File: src/rtl/lod_param_fetch.sv
// ============================================================================
// lod_param_fetch : fetches one octree's position + per-level delta-L record
//                   from the LOD SRAM and hands it to the LOD compute stage.
// Revision        : 1.0
// ============================================================================
`default_nettype none

module lod_param_fetch #(
    parameter int DIMENTION      = 3,
    parameter int DATA_WIDTH     = 16,
    parameter int DATA_BUS_WIDTH = 64,
    parameter int ADDR_BUS_WIDTH = 64,
    parameter int TREE_LEVEL     = 8,
    parameter int LOD_START_ADDR = 1,
    parameter int NUM_TREES      = 1024
) (
    input  logic                                  clk,
    input  logic                                  rst_n,
    input  logic                                  fetch_start_i,
    input  logic [DATA_WIDTH-1:0]                 tree_idx_i,
    input  logic                                  fetch_abort_i,
    output logic                                  fetch_busy_o,
    output logic                                  fetch_err_o,
    output logic                                  params_valid_o,
    input  logic                                  params_ready_i,
    output logic [DIMENTION-1:0][DATA_WIDTH-1:0]  tree_pos_o,
    output logic [TREE_LEVEL-1:0][DATA_WIDTH-1:0] delta_l_o,
    output logic                                  mem_sram_CEN_o,
    output logic [ADDR_BUS_WIDTH-1:0]             mem_sram_A_o,
    output logic [DATA_BUS_WIDTH-1:0]             mem_sram_D_o,
    output logic                                  mem_sram_GWEN_o,
    input  logic [DATA_BUS_WIDTH-1:0]             mem_sram_Q_i
);

    if (DIMENTION != 3) begin : g_chk_dim
        $error("lod_param_fetch: DIMENTION must be 3");
    end
    if (DATA_WIDTH != 16) begin : g_chk_dw
        $error("lod_param_fetch: DATA_WIDTH must be 16");
    end
    if (DATA_BUS_WIDTH != 64) begin : g_chk_bus
        $error("lod_param_fetch: DATA_BUS_WIDTH must be 64");
    end
    if (TREE_LEVEL != 8) begin : g_chk_lvl
        $error("lod_param_fetch: TREE_LEVEL must be 8");
    end

    localparam logic [ADDR_BUS_WIDTH-1:0] c_ADDR_ONE = ADDR_BUS_WIDTH'(1);
    localparam logic [ADDR_BUS_WIDTH-1:0] c_ADDR_TWO = ADDR_BUS_WIDTH'(2);

    typedef enum logic [2:0] {
        S_IDLE = 3'd0,
        S_RD0  = 3'd1,
        S_RD1  = 3'd2,
        S_RD2  = 3'd3,
        S_LAST = 3'd4,
        S_DONE = 3'd5
    } state_t;

    state_t                                state_q;
    logic [ADDR_BUS_WIDTH-1:0]             base_q;
    logic [ADDR_BUS_WIDTH-1:0]             addr_q;
    logic [DATA_WIDTH-1:0]                 pend_idx_q;
    logic [DATA_WIDTH-1:0]                 cache_idx_q;
    logic                                  cache_vld_q;
    logic                                  busy_q;
    logic                                  err_q;
    logic                                  valid_q;
    logic                                  cen_q;
    logic [DIMENTION-1:0][DATA_WIDTH-1:0]  pos_q;
    logic [TREE_LEVEL-1:0][DATA_WIDTH-1:0] dl_q;

    logic [ADDR_BUS_WIDTH-1:0] base_d;
    logic                      idx_oor;
    logic                      cache_hit;

    // Record address wraps modulo the address bus width.
    assign base_d    = ADDR_BUS_WIDTH'(LOD_START_ADDR)
                     + ADDR_BUS_WIDTH'(tree_idx_i) * ADDR_BUS_WIDTH'(3);
    assign idx_oor   = 32'(tree_idx_i) >= NUM_TREES;
    assign cache_hit = cache_vld_q && (tree_idx_i == cache_idx_q);

    always_ff @(posedge clk or negedge rst_n) begin
        if (!rst_n) begin
            state_q     <= S_IDLE;
            base_q      <= '0;
            addr_q      <= '0;
            pend_idx_q  <= '0;
            cache_idx_q <= '0;
            cache_vld_q <= 1'b0;
            busy_q      <= 1'b0;
            err_q       <= 1'b0;
            valid_q     <= 1'b0;
            cen_q       <= 1'b1;
            pos_q       <= '0;
            dl_q        <= '0;
        end else begin
            err_q <= 1'b0;
            case (state_q)
                S_IDLE: begin
                    if (fetch_abort_i) begin
                        cache_vld_q <= 1'b0;
                    end else if (fetch_start_i) begin
                        if (idx_oor) begin
                            err_q <= 1'b1;
                        end else if (cache_hit) begin
                            state_q <= S_DONE;
                            busy_q  <= 1'b1;
                        end else begin
                            base_q     <= base_d;
                            pend_idx_q <= tree_idx_i;
                            state_q    <= S_RD0;
                            busy_q     <= 1'b1;
                        end
                    end
                end
                S_RD0, S_RD1, S_RD2, S_LAST: begin
                    if (fetch_abort_i) begin
                        state_q     <= S_IDLE;
                        busy_q      <= 1'b0;
                        cen_q       <= 1'b1;
                        cache_vld_q <= 1'b0;
                    end else begin
                        case (state_q)
                            S_RD0: begin
                                cen_q   <= 1'b0;
                                addr_q  <= base_q;
                                state_q <= S_RD1;
                            end
                            S_RD1: begin
                                addr_q   <= base_q + c_ADDR_ONE;
                                pos_q[0] <= mem_sram_Q_i[63:48];
                                pos_q[1] <= mem_sram_Q_i[47:32];
                                pos_q[2] <= mem_sram_Q_i[31:16];
                                dl_q[0]  <= mem_sram_Q_i[15:0];
                                state_q  <= S_RD2;
                            end
                            S_RD2: begin
                                addr_q  <= base_q + c_ADDR_TWO;
                                dl_q[1] <= mem_sram_Q_i[63:48];
                                dl_q[2] <= mem_sram_Q_i[47:32];
                                dl_q[3] <= mem_sram_Q_i[31:16];
                                dl_q[4] <= mem_sram_Q_i[15:0];
                                state_q <= S_LAST;
                            end
                            default: begin
                                // Low 16 bits of the third word are padding.
                                cen_q       <= 1'b1;
                                dl_q[5]     <= mem_sram_Q_i[63:48];
                                dl_q[6]     <= mem_sram_Q_i[47:32];
                                dl_q[7]     <= mem_sram_Q_i[31:16];
                                cache_idx_q <= pend_idx_q;
                                cache_vld_q <= 1'b1;
                                state_q     <= S_DONE;
                            end
                        endcase
                    end
                end
                S_DONE: begin
                    if (fetch_abort_i) begin
                        valid_q <= 1'b0;
                        state_q <= S_IDLE;
                        busy_q  <= 1'b0;
                    end else if (!valid_q) begin
                        valid_q <= 1'b1;
                    end else if (params_ready_i) begin
                        valid_q <= 1'b0;
                        state_q <= S_IDLE;
                        busy_q  <= 1'b0;
                    end
                end
                default: begin
                    state_q <= S_IDLE;
                    busy_q  <= 1'b0;
                    cen_q   <= 1'b1;
                    valid_q <= 1'b0;
                end
            endcase
        end
    end

    assign fetch_busy_o    = busy_q;
    assign fetch_err_o     = err_q;
    assign params_valid_o  = valid_q;
    assign tree_pos_o      = pos_q;
    assign delta_l_o       = dl_q;
    assign mem_sram_CEN_o  = cen_q;
    assign mem_sram_A_o    = addr_q;
    assign mem_sram_D_o    = '0;
    assign mem_sram_GWEN_o = 1'b1;

endmodule

`default_nettype wire

File: config.mk
export PLATFORM = sky130hd
export DESIGN_NAME = lod_param_fetch
export DESIGN_NICKNAME = d
export VERILOG_FILES = /design/src/rtl/lod_param_fetch.sv
export SDC_FILE = /design/constraint.sdc
export NUM_CORES = 1
export LEC_CHECK = 0
export ABC_AREA = 1
export ABC_CLOCK_PERIOD_IN_PS = 3600
export CAP_MARGIN = 5
export CORE_MARGIN = 8
export CORE_UTILIZATION = 30
export CTS_CLUSTER_DIAMETER = 150
export DETAILED_ROUTE_END_ITERATION = 7
export DONT_BUFFER_PORTS = 1
export PLACE_DENSITY = 0.41
export SYNTH_ARGS = -nofsm -noshare
export SYNTH_HDL_FRONTEND = slang
export SYNTH_SLANG_ARGS = --single-unit
File: constraint.sdc
create_clock -name clk -period 3.6 [get_ports clk]
set_clock_uncertainty 0.1 [all_clocks]
set_input_delay 0.54 -clock clk [delete_from_list [all_inputs] [get_ports clk]]
set_output_delay 0.54 -clock clk [all_outputs]
set_load 0.03 [all_outputs]
-- Word level (Yosys, flattened, before mapping)
Cells that the tools add are included.
W data, S select, Z words.
- order comparisons: 1
- reduce and logical (&&, ||, !) cells: 18
- equal/unequal tests: 15
- $mul: 1
- bitwise gates (word level): 5
- mux-type cells: 33
- add/sub/neg operators: 3
- operators by type and width (cell ; number):
    $pmux W64 S3 ; 1
    $add A64 B1 Y64 const B ; 1
    $add A64 B2 Y64 const B ; 1
    $mux W3 ; 8
    $add A1 B18 Y19 const A ; 1
    $mul A16 B2 Y18 const B ; 1
    $pmux W3 S3 ; 2
    $mux W1 ; 17
    $eq A16 B16 Y1 ; 1
    $ge A16 B11 Y1 const B ; 1
    $reduce_and A3 Y1 ; 5
    $ne A3 B3 Y1 const B ; 4
    $ne A2 B2 Y1 const B ; 5
    $reduce_and A5 Y1 ; 2
    $pmux W1 S2 ; 4
    $eq A3 B2 Y1 const B ; 2
    $eq A3 B3 Y1 const B ; 2
    $reduce_and A6 Y1 ; 1
    $not A1 Y1 ; 5
    $reduce_or A5 Y1 ; 1
    $reduce_or A2 Y1 ; 2
    $reduce_or A4 Y1 ; 1
    $eq A3 B1 Y1 const B ; 1
    $logic_not A3 Y1 ; 1
    other kinds (6) ; 6
- logic and storage cells: 97
- register bits after elaboration: 344
- output and inout bits: 309

-- Depth between registers and ports, before layout
Gate-level depths: netlist of run 1.
- depth after elaboration: 7
- depth in mapped cells: 14
- gate-level depth less buffers: 14

-- Worst setup path after synthesis of run 1
OpenSTA, ideal clock, no wires.
- path kind: input to register
- start point: input tree_idx_i[15]
- end point: register pend_idx_q[10]
- path slack: 1.575 ns
- arrival: 1.795 ns
- cell stages on the path: 9
- required time: 3.370 ns
- path through: inv_1 -> ha_1 -> nand4_1 -> or2_2 -> nand3_1 -> nor2_2 -> nand2_2 -> clkbuf_1 -> o21ai_0
- word-level cells in the longest chain between the ends: 4
- elaborated cells on any way between the ends: 6
- those cells by class: order compare: 1; eq/ne: 1; bitwise: 2; reduce/logical: 2
- ends and longest elaborated chain (item ; line ; text):
    from (decl) ; 20 ; input logic [DATA_WIDTH-1:0] tree_idx_i,
    parallel branches: the longest is 3 deep, another holds $ge A16 B11 Y1 ; -- ;
    $reduce_and A5 Y1 (no line) (*) ; -- ;
    to (signal assigned) ; 111 ; pend_idx_q <= tree_idx_i;
    to (decl) ; 63 ; logic [DATA_WIDTH-1:0] pend_idx_q;
Mark *: on every way between the ends.
A chain may end at the register's enable or synchronous reset.

-- Worst setup path in the final report of run 1
- start point: register state_q[2]
- end point: register dl_q, in the netlist delta_l_o[18]
- word-level cells in the longest chain between the ends: 3
- elaborated cells on any way between the ends: 6
- those cells by class: eq/ne: 4; reduce/logical: 2
- ends and longest elaborated chain (item ; line ; text):
    from (decl) ; 60 ; state_t state_q;
    from (signal assigned) ; 85 ; state_q <= S_IDLE;
    from (signal assigned) ; 107 ; state_q <= S_DONE;
    from (signal assigned) ; 112 ; state_q <= S_RD0;
    $eq A3 B2 Y1, or another cell as far along ; 99, 124 ;
    $reduce_or A4 Y1 ; 99 ; case (state_q)
    $reduce_and A3 Y1 (no line) (*) ; -- ;
    to (decl) ; 71 ; logic [TREE_LEVEL-1:0][DATA_WIDTH-1:0] dl_q;
Every way passes the cells marked *; elsewhere a longest branch is shown, timed or not.

==> results of run 1 <==
worst max-delay path, delay by kind of cell (launching register included):
kind                   cells  cell delay, ps
AOI/OAI and AO/OA          1              70
buffers and inverters      2             520
DFF                        1             470
and+or+nand+nor            4             830
sequential cells by signal (all words and copies together), names as in the netlist, 3 cells and up:
name          count
tree_pos_o       48
state_q           3
mem_sram_A_o     19
pend_idx_q       16
base_q           18
cache_idx_q      16
delta_l_o       128
through the flow:
| step | hold WS, ps | setup slack (ps) |
|---|---|---|
| after floorplan | 144 | 1580 |
| after global placement | 167 | 1090 |
| after detailed placement | 166 | 1060 |
| after CTS | -450 | 1410 |
| after global routing | -450 | 1260 |
| final | -414 | 1440 |
metal layers:
| metal | routed length, microns | track usage [%] | vias to the layer above |
|---|---|---|---|
| met5 | 0 | 0 | - |
| met4 | 790 | 4.07 | 0 |
| met3 | 3940 | 6.09 | 40 |
| met2 | 17000 | 23.1 | 265 |
| met1 | 14900 | 17.7 | 4091 |
| li1 | - | - | 4410 |
logic make-up after synthesis:
family / count (synthesis) / share of synthesized area, %
adder cells (fa/ha/maj): 32 / 3.30
flip-flops: 253 / 51.3
AND/OR/NAND/NOR: 568 / 18.6
AO/OA/AOI/OAI: 269 / 11.2
other: 2 / 0.0608
buffers and inverters: 319 / 13.7
XOR/XNOR: 19 / 1.35
multiplexers: 6 / 0.547
Yosys cell counts (all sizes together) (5+ instances only):
cell type    n  share of area (%)
a21oi       29                1.2
a31oi        5               0.25
buf        150                8.5
clkbuf      11               0.34
dfrtp      252                 51
ha          31                3.1
inv        158                4.8
mux2         6               0.55
nand2      446                 14
nand3       34                1.4
nand4       10               0.51
nor2        64                2.1
o21ai      221                9.0
xnor2       15                1.1
cell type report:
class	instances	area share (%)
Multi-Input combinational cell	1004	35.1
Inverter	158	4.38
Clock buffer	40	6.41
Sequential cell	253	46.8
Timing Repair Buffer	16	1.46
Tap cell	532	4.92
Clock inverter	15	0.915
power by group through the flow:
stage	registers (mW)	clock network, mW	logic [mW]
4_1_cts	7.28	3.10	2.25
3_3_place_gp	7.35	0	2.18
2_1_floorplan	6.68	0	1.96
5_1_grt	7.40	3.22	2.61
6_report	7.22	2.98	2.22
3_5_place_dp	7.31	0	2.25
worst paths after layout:
kind                                         from                        end  depth (start not counted)
min                                         rst_n     base_q[11]$_DFFE_PN0P_                          0
max in group asynchronous                   rst_n  delta_l_o[71]$_DFFE_PN0P_                          0
max reg2reg                state_q[2]$_DFFE_PN0P_  delta_l_o[18]$_DFFE_PN0P_                          7
max                        state_q[2]$_DFFE_PN0P_  delta_l_o[18]$_DFFE_PN0P_                          7
min in group clk                 mem_sram_Q_i[10]  delta_l_o[10]$_DFFE_PN0P_                          2
min reg2reg                state_q[1]$_DFFE_PN0P_     state_q[1]$_DFFE_PN0P_                          1
==> metrics.csv, run 1 <==
metric,value,unit
hold_path_class,input port to async pin,
final_hold_viol_count,253,
vdd_drop_max,0.378,mV
rrSetupSlack,1440,ps
cts.clk_slew.worst_paths,60,ps
hold_ws,-414,ps
hpwl,27000,microns
regArea,6330,sq um
synth_edf_count,0,
cts-resized-gates,0,
first_iter_violations,480,
clkPwrFrac,24.0,%
drt-wirelength-per-cell,18.1,microns
n_antenna_cell,0,
synth_warnings,0,
dpl_cell_area,12400,sq um
drv_slew,0,
fin_crit,2160,ps
htreeDepth,1,
ys_seq_area_share,51.3,%
power,12.4,mW
switching_share,46.5,%
wirelength,36500,microns
final_area,13500,sq um
required,3930,ps
rows,74,
syn_area_per_cell,8.41,sq um
drv_cap,0,
leakage,7.05,nW
setup_tns,0,ps
cts-root-buf,clkbuf_16,
power_switching,5.78,mW
layout_common_cells,"nand2_1, dfrtp_1, inv_1",
die_h,219,microns
crit_top_cell,nand2_4,
io_pins,394,
area.growth.synth_to_final,9.58,%
worstSetupPathType,flip-flop to flip-flop,
cts_tree,done,
die-area,47900,sq um
critical_path.endpoint_type,flip-flop,
violations,hold timing,
netlist_area,12400,sq um
cts_buffers,30,
grt_pass1_vias,8695,
clock_latency,560,ps
power.density,918,nW/um^2
vias,8806,
setup_violations,0,
max_freq,463,MHz
grt_max_degree,254,
synthFlopType,dfrtp_1,
grt_pass1_wl,54300,microns
critPathLaunchType,flip-flop,
n_fill_cell,4338,
hold_buffers,11,
antenna_found_initial,0,
routabilityCongestion,0.804,
path_cells,nor2_4 -> nand2_4 -> inv_2 -> nand2_4 -> buf_12 -> nand2_1 -> o21ai_0,
synthDistinctLibCells,45,
crit_fanout,88,
synthCells,1468,
cpMaxStageDelayCell,dfrtp_1,
postRouteAntennaNets,0,
groute.usage.overall,14.5,%
core_area,40700,sq um
placedCellCount,1952,
vias_per_cell,4.36,
drc_errors,0,
drtPass1Iterations,5,
stdcell_count,2018,
outcome,finished with violations,
p_comb_share,17.9,%
utilization,33.2,%
synth_seq_cells,253,
async_flop_share,100,%
cts.sink_count,253,
grt_overflow,0,
post_cts_buffers,0,
max_stage_delay,470,ps
power_report.internal_total,6.64,mW
seqPwrFrac,58.1,%
portBuffers,0,
slew-limit-headroom,24.4,%
cts_buffer_depth,3,
multi_input_area,4760,sq um
start_util,30.3,%
mostFrequentLayoutCell,nand2_1,
nets,1580,
worstMarginPinSlew,1130,ps
die_w,219,microns
rsz0062_at_grt,no,
drive_gt1_share,5.79,%
crit_arrival,2490,ps
period_share,59.9,%
Power figures use the tool's default switching activity.
==> run 2: changes to the inputs <==
Settings changed: ABC_CLOCK_PERIOD_IN_PS 3600 to 2100.
Clock period 3.6 ns to 2.1 ns, I/O delays scaled along.
==> run 2 against run 1 <==
Effect of this change:
- the run still ends with hold timing left
- sequential share of layout area is 3.3 points lower
- clock-buffer cell count is 3 higher
- worst hold slack worse by 230 ps
- non-clock buffer count is 84 higher
- critical path type is now input port to flip-flop
==> metrics.csv, run 2 (synthesized netlist as in run 1, its figures left out) <==
metric,value,unit,change
outcome,finished with violations,,
violations,hold timing,,
mostFrequentLayoutCell,nand2_1,,
vdd_drop_max,0.746,mV,+97%
post_cts_buffers,0,,unchanged
cts.clk_slew.worst_paths,60,ps,about the same
hold_buffers,83,,+72
worstMarginPinSlew,855,ps,-279 ps
reg2reg_depth,8,,+1
cts_tree,done,,
grt_max_degree,254,,unchanged
setup_violations,0,,unchanged
die_w,219,microns,unchanged
first_iter_violations,415,,-14%
drv_cap,0,,unchanged
hold_ws,-646,ps,-233 ps
core_area,40700,sq um,unchanged
grt_overflow,0,,unchanged
start_util,30.3,%,unchanged
cts.sink_count,253,,unchanged
required,2420,ps,-1510 ps
die-area,47900,sq um,unchanged
rsz0062_at_grt,no,,
dp_slack,101,ps,-957 ps
cts_buffer_depth,3,,unchanged
max_freq,521,MHz,
hold_path_class,input port to async pin,,
layout_common_cells,"nand2_1, dfrtp_1, inv_1",,
antenna_found_initial,1,,+1
leakage,7.51,nW,+6.6%
drt-wirelength-per-cell,17.9,microns,-1.1%
cts-root-buf,clkbuf_16,,
area.growth.synth_to_final,17.9,%,
critical_path.endpoint_type,flip-flop,,
hpwl,27300,microns,+1.1%
grt_pass1_wl,57000,microns,+4.9%
cts_buffers,31,,+3.3%
worst_slack,181,ps,-1260 ps
largest_reg_flops,128,,unchanged
n_antenna_cell,0,,unchanged
crit_arrival,2240,ps,-250 ps
worstSetupPathType,input port to flip-flop,,
vias_per_cell,4.37,,about the same
drc_errors,0,,unchanged
routabilityCongestion,0.820,,+1.9%
groute.usage.overall,15.0,%,+0.57 points
setup_tns,0,ps,unchanged
wirelength,37700,microns,+3.2%
final_hold_viol_count,253,,unchanged
period_share,91.4,%,
clock_latency,560,ps,about the same
crit_fanout,15,,-83%
die_h,219,microns,unchanged
nets,1665,,+5.4%
critPathLaunchType,input port,,
grt_pass1_vias,9345,,+7.5%
drtPass1Iterations,5,,unchanged
drive_gt1_share,6.87,%,+1.1 points
n_fill_cell,4243,,-2.2%
placedCellCount,1963,,+0.56%
portBuffers,0,,unchanged
stdcell_count,2105,,+4.3%
power,22.2,mW,+79%
htreeDepth,1,,unchanged
power.density,1530,nW/um^2,+66%
vias,9190,,+4.4%
slew-limit-headroom,43.0,%,+19 points
fin_crit,1920,ps,
io_pins,394,,unchanged
drv_slew,0,,unchanged
postRouteAntennaNets,0,,unchanged
rows,74,,unchanged
-- run 2: final cells by class --
| class | count | area (sq um) | share of cell area (%) |
|---|---|---|---|
| clock inverters | 15 | 244 | 1.67 |
| multi-input cells | 1004 | 4780 | 32.8 |
| well taps | 532 | 666 | 4.57 |
| clock buffers | 43 | 901 | 6.18 |
| repair buffers | 100 | 1050 | 7.19 |
| flip-flops and latches | 253 | 6330 | 43.5 |
| inverters | 158 | 593 | 4.07 |
-- run 2: routing by layer --
metal | part of all wire, % | wire, microns | vias up | track usage [%]
met2 | 47 | 17700 | 293 | 24.2
met5 | 0 | 0 | - | 0
met4 | 2.6 | 971 | 0 | 4.43
met3 | 10 | 3790 | 55 | 5.89
met1 | 41 | 15300 | 4260 | 18.5
li1 | - | - | 4582 | -
-- run 2: final timing paths --
| path | endpoint | slack, ps | from |
|---|---|---|---|
| hold reg to reg | state_q[1]$_DFFE_PN0P_ | 350 | state_q[1]$_DFFE_PN0P_ |
| hold / removal | base_q[16]$_DFFE_PN0P_ | -650 | rst_n |
| min in group clk | base_q[9]$_DFFE_PN0P_ | 50 | tree_idx_i[0] |
| setup reg to reg | mem_sram_A_o[11]$_DFFE_PN0P_ | 220 | base_q[1]$_DFFE_PN0P_ |
| setup / recovery | base_q[0]$_DFFE_PN0P_ | 180 | tree_idx_i[14] |
| max in group asynchronous | delta_l_o[77]$_DFFE_PN0P_ | 1830 | rst_n |
-- run 2: where the power goes --
part / internal [mW] / switching, mW
sequential: 6.91 / 5.39
combinational: 1.61 / 2.45
clock: 3.73 / 2.15
total: 12.3 / 9.99
-- run 2: repair_timing --
| item | in CTS | in global routing |
|---|---|---|
| setup endpoints to repair | 0 | 32 |
| gates resized for setup | 0 | 14 |
| endpoints found under the hold margin | 455 | 253 |
-- run 2: through the flow --
step	cell area, sq um	utilization (%)
after floorplan	12800	-
after global placement	12500	30.8
after detailed placement	12500	30.8
after CTS	14500	35.6
after global routing	14600	35.8
final	14600	35.8
-- run 2: worst max-delay path, cell delays in order --
cell	delay (ps)
dlygate4sd3_1	550
inv_1	130
ha_1	210
nand4_1	120
or2_2	320
nand3_1	130
nor2_2	80
nand2_4	140
buf_6	170
o21ai_0	90
